--- config.mk ---
export PLATFORM = sky130hd
export DESIGN_NAME = apb_led_sequencer
export DESIGN_NICKNAME = d
export VERILOG_FILES = /design/src/rtl/apb_led_sequencer.sv
export SDC_FILE = /design/constraint.sdc
export NUM_CORES = 1
export LEC_CHECK = 0
export ABC_AREA = 1
export CAP_MARGIN = 20
export CELL_PAD_IN_SITES_DETAIL_PLACEMENT = 1
export CELL_PAD_IN_SITES_GLOBAL_PLACEMENT = 2
export CORE_MARGIN = 4
export CORE_UTILIZATION = 33
export CTS_BUF_LIST = sky130_fd_sc_hd__clkbuf_2
export CTS_CLUSTER_DIAMETER = 100
export CTS_CLUSTER_SIZE = 40
export DETAILED_ROUTE_END_ITERATION = 8
export HOLD_SLACK_MARGIN = 0.06
export PLACE_DENSITY_LB_ADDON = 0.1
export SLEW_MARGIN = 20
export SYNTH_ARGS = -nofsm -noshare
export SYNTH_HDL_FRONTEND = slang
export SYNTH_SLANG_ARGS = --single-unit
--- constraint.sdc ---
create_clock -name io_systemClk -period 2 [get_ports io_systemClk]
set_input_delay 0.5 -clock io_systemClk [delete_from_list [all_inputs] [get_ports io_systemClk]]
set_output_delay 0.5 -clock io_systemClk [all_outputs]
set_load 0.05 [all_outputs]
--- src/rtl/apb_led_sequencer.sv ---
// APB3 slave LED sequencer: steps o_led through a pattern table at a programmable rate,
// in loop or one-shot mode, and shows a manual value while idle.
module apb_led_sequencer #(
  parameter int NUM_STEPS  = 8,
  parameter int PRESCALE_W = 24
) (
  input  logic        io_systemClk,
  input  logic        io_systemReset,
  input  logic [15:0] io_apbSlave_0_PADDR,
  input  logic        io_apbSlave_0_PSEL,
  input  logic        io_apbSlave_0_PENABLE,
  input  logic        io_apbSlave_0_PWRITE,
  input  logic [31:0] io_apbSlave_0_PWDATA,
  output logic [31:0] io_apbSlave_0_PRDATA,
  output logic        io_apbSlave_0_PREADY,
  output logic        io_apbSlave_0_PSLVERROR,
  output logic [7:0]  o_led
);

  typedef enum logic [1:0] {
    ST_IDLE = 2'd0,
    ST_RUN  = 2'd1,
    ST_DONE = 2'd2
  } state_e;

  localparam logic [2:0] A_CTRL     = 3'd0;
  localparam logic [2:0] A_PRESCALE = 3'd1;
  localparam logic [2:0] A_STATUS   = 3'd2;
  localparam logic [2:0] A_MANUAL   = 3'd3;

  state_e                state_q, state_d;
  logic [PRESCALE_W-1:0] cnt_q, cnt_d;
  logic [2:0]            idx_q, idx_d;
  logic [7:0]            led_q, led_d;
  logic                  en_q, en_d;
  logic                  oneshot_q, oneshot_d;
  logic [2:0]            last_q, last_d;
  logic [PRESCALE_W-1:0] prescale_q, prescale_d;
  logic                  done_q, done_d;
  logic [7:0]            manual_q, manual_d;
  logic [7:0]            pattern_q [NUM_STEPS];
  logic [7:0]            pattern_d [NUM_STEPS];
  logic [31:0]           prdata_q, prdata_d;
  logic                  pslverr_q, pslverr_d;

  logic [3:0]  addr;
  logic        setup, access, wr, mapped, busy, stop, done_set;
  logic [31:0] rd_data;
  logic [31:0] wdata;
  logic        unused_bits;

  assign addr   = io_apbSlave_0_PADDR[5:2];
  assign wdata  = io_apbSlave_0_PWDATA;
  assign setup  = io_apbSlave_0_PSEL & ~io_apbSlave_0_PENABLE;
  assign access = io_apbSlave_0_PSEL & io_apbSlave_0_PENABLE;
  assign wr     = access & io_apbSlave_0_PWRITE & mapped;
  assign busy   = (state_q == ST_RUN);
  assign stop   = wr & ~addr[3] & (addr[2:0] == A_CTRL) & ~wdata[0];

  assign unused_bits = ^{io_apbSlave_0_PADDR[15:6], io_apbSlave_0_PADDR[1:0], wdata[31:24]};

  always_comb begin
    rd_data = '0;
    mapped  = 1'b1;
    if (addr[3]) begin
      rd_data[7:0] = pattern_q[addr[2:0]];
    end else begin
      case (addr[2:0])
        A_CTRL:     rd_data = {25'd0, last_q, 2'd0, oneshot_q, en_q};
        A_PRESCALE: rd_data[PRESCALE_W-1:0] = prescale_q;
        A_STATUS:   rd_data = {23'd0, done_q, 1'b0, idx_q, 3'd0, busy};
        A_MANUAL:   rd_data[7:0] = manual_q;
        default:    mapped = 1'b0;
      endcase
    end
  end

  always_comb begin
    state_d    = state_q;
    cnt_d      = cnt_q;
    idx_d      = idx_q;
    led_d      = led_q;
    en_d       = en_q;
    oneshot_d  = oneshot_q;
    last_d     = last_q;
    prescale_d = prescale_q;
    done_d     = done_q;
    manual_d   = manual_q;
    pattern_d  = pattern_q;
    done_set   = 1'b0;
    prdata_d   = setup ? rd_data : prdata_q;
    pslverr_d  = setup & ~mapped;

    if (wr) begin
      if (addr[3]) begin
        pattern_d[addr[2:0]] = wdata[7:0];
      end else begin
        case (addr[2:0])
          A_CTRL: begin
            en_d      = wdata[0];
            oneshot_d = wdata[1];
            last_d    = wdata[6:4];
          end
          A_PRESCALE: prescale_d = wdata[PRESCALE_W-1:0];
          A_STATUS:   if (wdata[8]) done_d = 1'b0;
          A_MANUAL:   manual_d = wdata[7:0];
          default:    ;
        endcase
      end
    end

    // A stop write outranks a coincident step/DONE event, so DONE never sets on it.
    case (state_q)
      ST_IDLE: begin
        led_d = manual_q;
        cnt_d = '0;
        idx_d = '0;
        if (en_q && !stop) state_d = ST_RUN;
      end
      ST_RUN: begin
        led_d = pattern_q[idx_q];
        if (stop) begin
          state_d = ST_IDLE;
          cnt_d   = '0;
          idx_d   = '0;
        end else if (cnt_q >= prescale_q) begin
          cnt_d = '0;
          if (idx_q < last_q) begin
            idx_d = idx_q + 3'd1;
          end else if (!oneshot_q) begin
            idx_d = '0;
          end else begin
            state_d  = ST_DONE;
            done_set = 1'b1;
          end
        end else begin
          cnt_d = cnt_q + 1'b1;
        end
      end
      ST_DONE: begin
        if (stop) begin
          state_d = ST_IDLE;
          cnt_d   = '0;
          idx_d   = '0;
        end else if (en_q) begin
          state_d = ST_RUN;
          cnt_d   = '0;
          idx_d   = '0;
        end
      end
      default: state_d = ST_IDLE;
    endcase

    if (done_set) begin
      done_d = 1'b1;
      en_d   = 1'b0;
    end
  end

  always_ff @(posedge io_systemClk) begin
    if (io_systemReset) begin
      state_q    <= ST_IDLE;
      cnt_q      <= '0;
      idx_q      <= '0;
      led_q      <= '0;
      en_q       <= 1'b0;
      oneshot_q  <= 1'b0;
      last_q     <= '0;
      prescale_q <= '0;
      done_q     <= 1'b0;
      manual_q   <= '0;
      prdata_q   <= '0;
      pslverr_q  <= 1'b0;
      for (int unsigned i = 0; i < NUM_STEPS; i++) pattern_q[i] <= '0;
    end else begin
      state_q    <= state_d;
      cnt_q      <= cnt_d;
      idx_q      <= idx_d;
      led_q      <= led_d;
      en_q       <= en_d;
      oneshot_q  <= oneshot_d;
      last_q     <= last_d;
      prescale_q <= prescale_d;
      done_q     <= done_d;
      manual_q   <= manual_d;
      prdata_q   <= prdata_d;
      pslverr_q  <= pslverr_d;
      pattern_q  <= pattern_d;
    end
  end

  assign io_apbSlave_0_PRDATA    = prdata_q;
  assign io_apbSlave_0_PREADY    = access & ~io_systemReset;
  assign io_apbSlave_0_PSLVERROR = pslverr_q & access;
  assign o_led                   = led_q;

endmodule

==> impl_results.md <==
* Run status: complete, but fails checks
* Failing checks: setup timing
* Final worst slack at -0.000349 ns
* Place WS at -0.485 ns
* Worst path slowest cell: dfxtp_1
* Register area share after synthesis at 0.402
* Initial antenna violation count at 1
* Simple-Gate Fraction of Synth Area at 0.227
* Final Slew Violations at 0
* Async S/R FF share, synth at 0
* Worst Tran Pin Value at 0.511 ns
* DRT Wirelength at 32.4 mm
* Die H at 165 um
* HPWL after DPL at 24.3 mm
* Post-Synthesis Cells at 1148
* Compound-Gate Fraction of Synth Area at 0.227
* Kind of critical path: reg2reg
* Vias per inst at 5.05
* Overflow after GRT at 0
* Max stage delay on crit path at 0.49 ns
* Worst EP arrival at 2.75 ns
* CTS tree: yes
* Final period utilization at 1.00
* Netlist Area Pre-Place at 8170 um^2
* Min-Delay Path Depth at 3
* Number of remaining DRC errors at 0
* Rel. slew slack at 0.659
* Post-synth top flop: dfxtp_1
* Clk slew on worst S/H paths at 0.31 ns
* RSZ-0062 raised after global routing: true
* Worst Hold End: prescale_q[15]
* Via count at 8521
* R2R depth at 11
* PwrDens at 533 nW/um^2
* Num ports at 95
* Critical Path Fanout Max at 5
* Total power at 5.90 mW
* Most frequent cells in the layout: 173 x buf_4, 161 x nor2_1, 159 x o21ai_0, 144 x nand2_1, 117 x dfxtp_1
* Max Cap Viol at 0
* Count of state elements after synthesis at 164
* Die W at 165 um
* Final cell count without fillers at 1686
* Layout Skew at 0.0515 ns
* Syn_area_per_cell at 7.12 um^2
* PortBufs at 66
* TritonCTS buffer count at 17
* Initial DRC Count at 428
* Iteration count of the initial detailed-routing pass at 5
* Hold Crit Start: io_apbSlave_0_PWDATA[15]
* Core ar. at 24300 um^2
* Synth Area in XOR/XNOR at 0.00964
* Number of cell rows at 57
* Initial Utilization at 0.336
* Final core occ at 0.455
* Die footprint at 27400 um^2
* Critical Path Sink Type: register
* Final min period at 2.00 ns
* Crit path cell chain: ha_4, a21oi_1, nand2_1, nand2_1, nand2_2, nor2_4, nand3_4, nand2_4, nand2_8, clkbuf_16, nor3b_2
* Final Hold Fails at 0
* Gpl congestion at 0.873
* CTS Sinks at 164
* WP data required at 2.75 ns
* DR WL/cell at 19.2 um
* RR Startpoint: cnt_q[19]
* Netlist cell types at 51
* Post-synthesis mux area share at 0
* Inst Count DP at 1640
* Yosys Warn Count at 0
* Worst hold margin at 0.289 ns
* CTS max path bufs at 2
* Largest family of logic cells by synthesized area: compound AO/OA/AOI/OAI gates
* Final setup viols at 1
* Share of layout cells above drive strength 1 at 0.276
* Most common cell after layout, fill and taps aside: buf_4
* Clk root buf: clkbuf_2
* H-tree depth at 4
* Layout Nets at 1429
* Hold crit path type: in2reg
* Vias in the first global route at 8653
* Skew-Pair Late Insertion Delay at 0.79 ns
* Reg2reg setup slack at -0.0003 ns
* Largest net degree at the start of global routing at 45
* Detail Route Antenna Nets at 0
* CP Launch Type: register
* Area Overhead vs Synth at 35.5%
* Pleak at 4.50 nW
* GR Util All Layers at 0.238
* Critical path's most frequent cell: nand2_1
* Peak supply drop at 264 uV
* Global-route wire length before repair at 49.7 mm
* Adder-cell area share of the yosys netlist at 0.0429
* Post-synth EDFFs at 0
* RR Endpoint: cnt_q[10]
* Fmax at 500 MHz
[final cells by class]
type	count	area (um^2)
clock inverter	15	155
multi-input combinational	806	4550
inverter	125	479
timing repair buffer	234	2050
antenna	1	2.50
tap	324	405
sequential	164	3350
clock buffer	17	85.1
fill	3011	13200
[flip-flops by register name (all words and copies together) (netlist names)]
| register | flops |
|---|---|
| cnt_q | 24 |
| prescale_q | 24 |
| pattern_q | 64 |
| en_q | 1 |
| manual_q | 8 |
| done_q | 1 |
| oneshot_q | 1 |
| io_apbSlave_0_PRDATA | 24 |
| idx_q | 3 |
| o_led | 8 |
| state_q | 2 |
| last_q | 3 |
| pslverr_q | 1 |
[what timing repair did]
| item | CTS | global route |
|---|---|---|
| endpoints found under the setup margin | 44 | 57 |
| resized for setup | 111 | 96 |
| cloned | 0 | 1 |
| buffers inserted | 6 | 6 |
| pin swaps | 20 | 20 |
| hold buffers | 0 | 0 |
[metrics by stage]
step	setup TNS [ns]	area, um^2
6_report	-0.000349	11100
5_1_grt	-1.84	11100
4_1_cts	-0.0355	10700
3_5_place_dp	-38.99	10200
3_3_place_gp	-36.81	10200
2_1_floorplan	0	8200
[Yosys cell counts (2+ instances only)]
| cell | count | share of area |
|---|---|---|
| inv_1 | 114 | 0.052 |
| nor2_1 | 181 | 0.083 |
| nand2_1 | 155 | 0.071 |
| o2111ai_1 | 4 | 0.0043 |
| buf_2 | 6 | 0.0037 |
| clkinv_1 | 3 | 0.0014 |
| dfxtp_1 | 164 | 0.40 |
| inv_2 | 7 | 0.0032 |
| nor4_1 | 3 | 0.0023 |
| nor3_2 | 3 | 0.0037 |
| buf_1 | 5 | 0.0023 |
| nor2_2 | 2 | 0.0015 |
| xnor2_1 | 3 | 0.0032 |
| nand2_4 | 6 | 0.0083 |
| o22ai_1 | 16 | 0.012 |
| ha_1 | 28 | 0.043 |
| o221ai_1 | 2 | 0.0021 |
| nor3_1 | 13 | 0.0080 |
| buf_4 | 8 | 0.0073 |
| a221oi_1 | 8 | 0.0086 |
| o21ai_0 | 160 | 0.098 |
| nor3b_1 | 4 | 0.0037 |
| nor2_4 | 4 | 0.0055 |
| buf_6 | 2 | 0.0028 |
| nand3_1 | 33 | 0.020 |
| xor2_1 | 6 | 0.0064 |
| a21oi_1 | 117 | 0.072 |
| nand3_4 | 2 | 0.0043 |
| o211ai_1 | 7 | 0.0064 |
| clkbuf_1 | 39 | 0.018 |
| a311oi_1 | 4 | 0.0043 |
| nand4_1 | 12 | 0.0092 |
| a22oi_1 | 9 | 0.0083 |
[where the power goes]
part	switching (mW)	internal (mW)
clock network	1.49	0.419
registers	0.0292	3.31
logic	0.406	0.244
total	1.92	3.98
[kinds of logic (layout without fill, tap and decap cells)]
kind of cell             count (synthesis)  in the layout
buffers and inverters                  185            391
flip-flops                             164            164
AND/OR/NAND/NOR                        423            423
adder cells (fa/ha/maj)                 28             28
XOR/XNOR                                 9              9
other                                    1              9
AO/OA/AOI/OAI                          338            338
[how the worst max path moves through the flow]
stage                            from                       to  slack (ns)  depth (start not counted)
6_report                    cnt_q[19]                cnt_q[10]     -0.0003                         11
5_1_grt                prescale_q[10]                cnt_q[10]       -0.12                         14
4_1_cts                     pslverr_q  io_apbSlave_0_PSLVERROR       -0.04                          3
3_5_place_dp   io_apbSlave_0_PADDR[4]                cnt_q[16]       -0.49                         10
3_3_place_gp   io_apbSlave_0_PADDR[4]  io_apbSlave_0_PRDATA[2]       -0.47                          8
2_1_floorplan          io_systemReset     io_apbSlave_0_PREADY        0.15                          3
[critical path: cells and delay by family (launching register included)]
kind            cells  cell delay, ns
buf+inv             1            0.17
simple gates        8            0.92
flops               1            0.49
compound gates      1            0.16
fa+ha+maj           1            0.25
[per-layer routing]
layer | global-route usage | vias to the layer above | wire, um
li1 | - | 4231 | -
met1 | 0.292 | 4127 | 13700
met4 | 0.0787 | 0 | 996
met2 | 0.429 | 122 | 16900
met3 | 0.0293 | 41 | 838
met5 | 0 | - | 0
(Power assumes the default switching activity.)
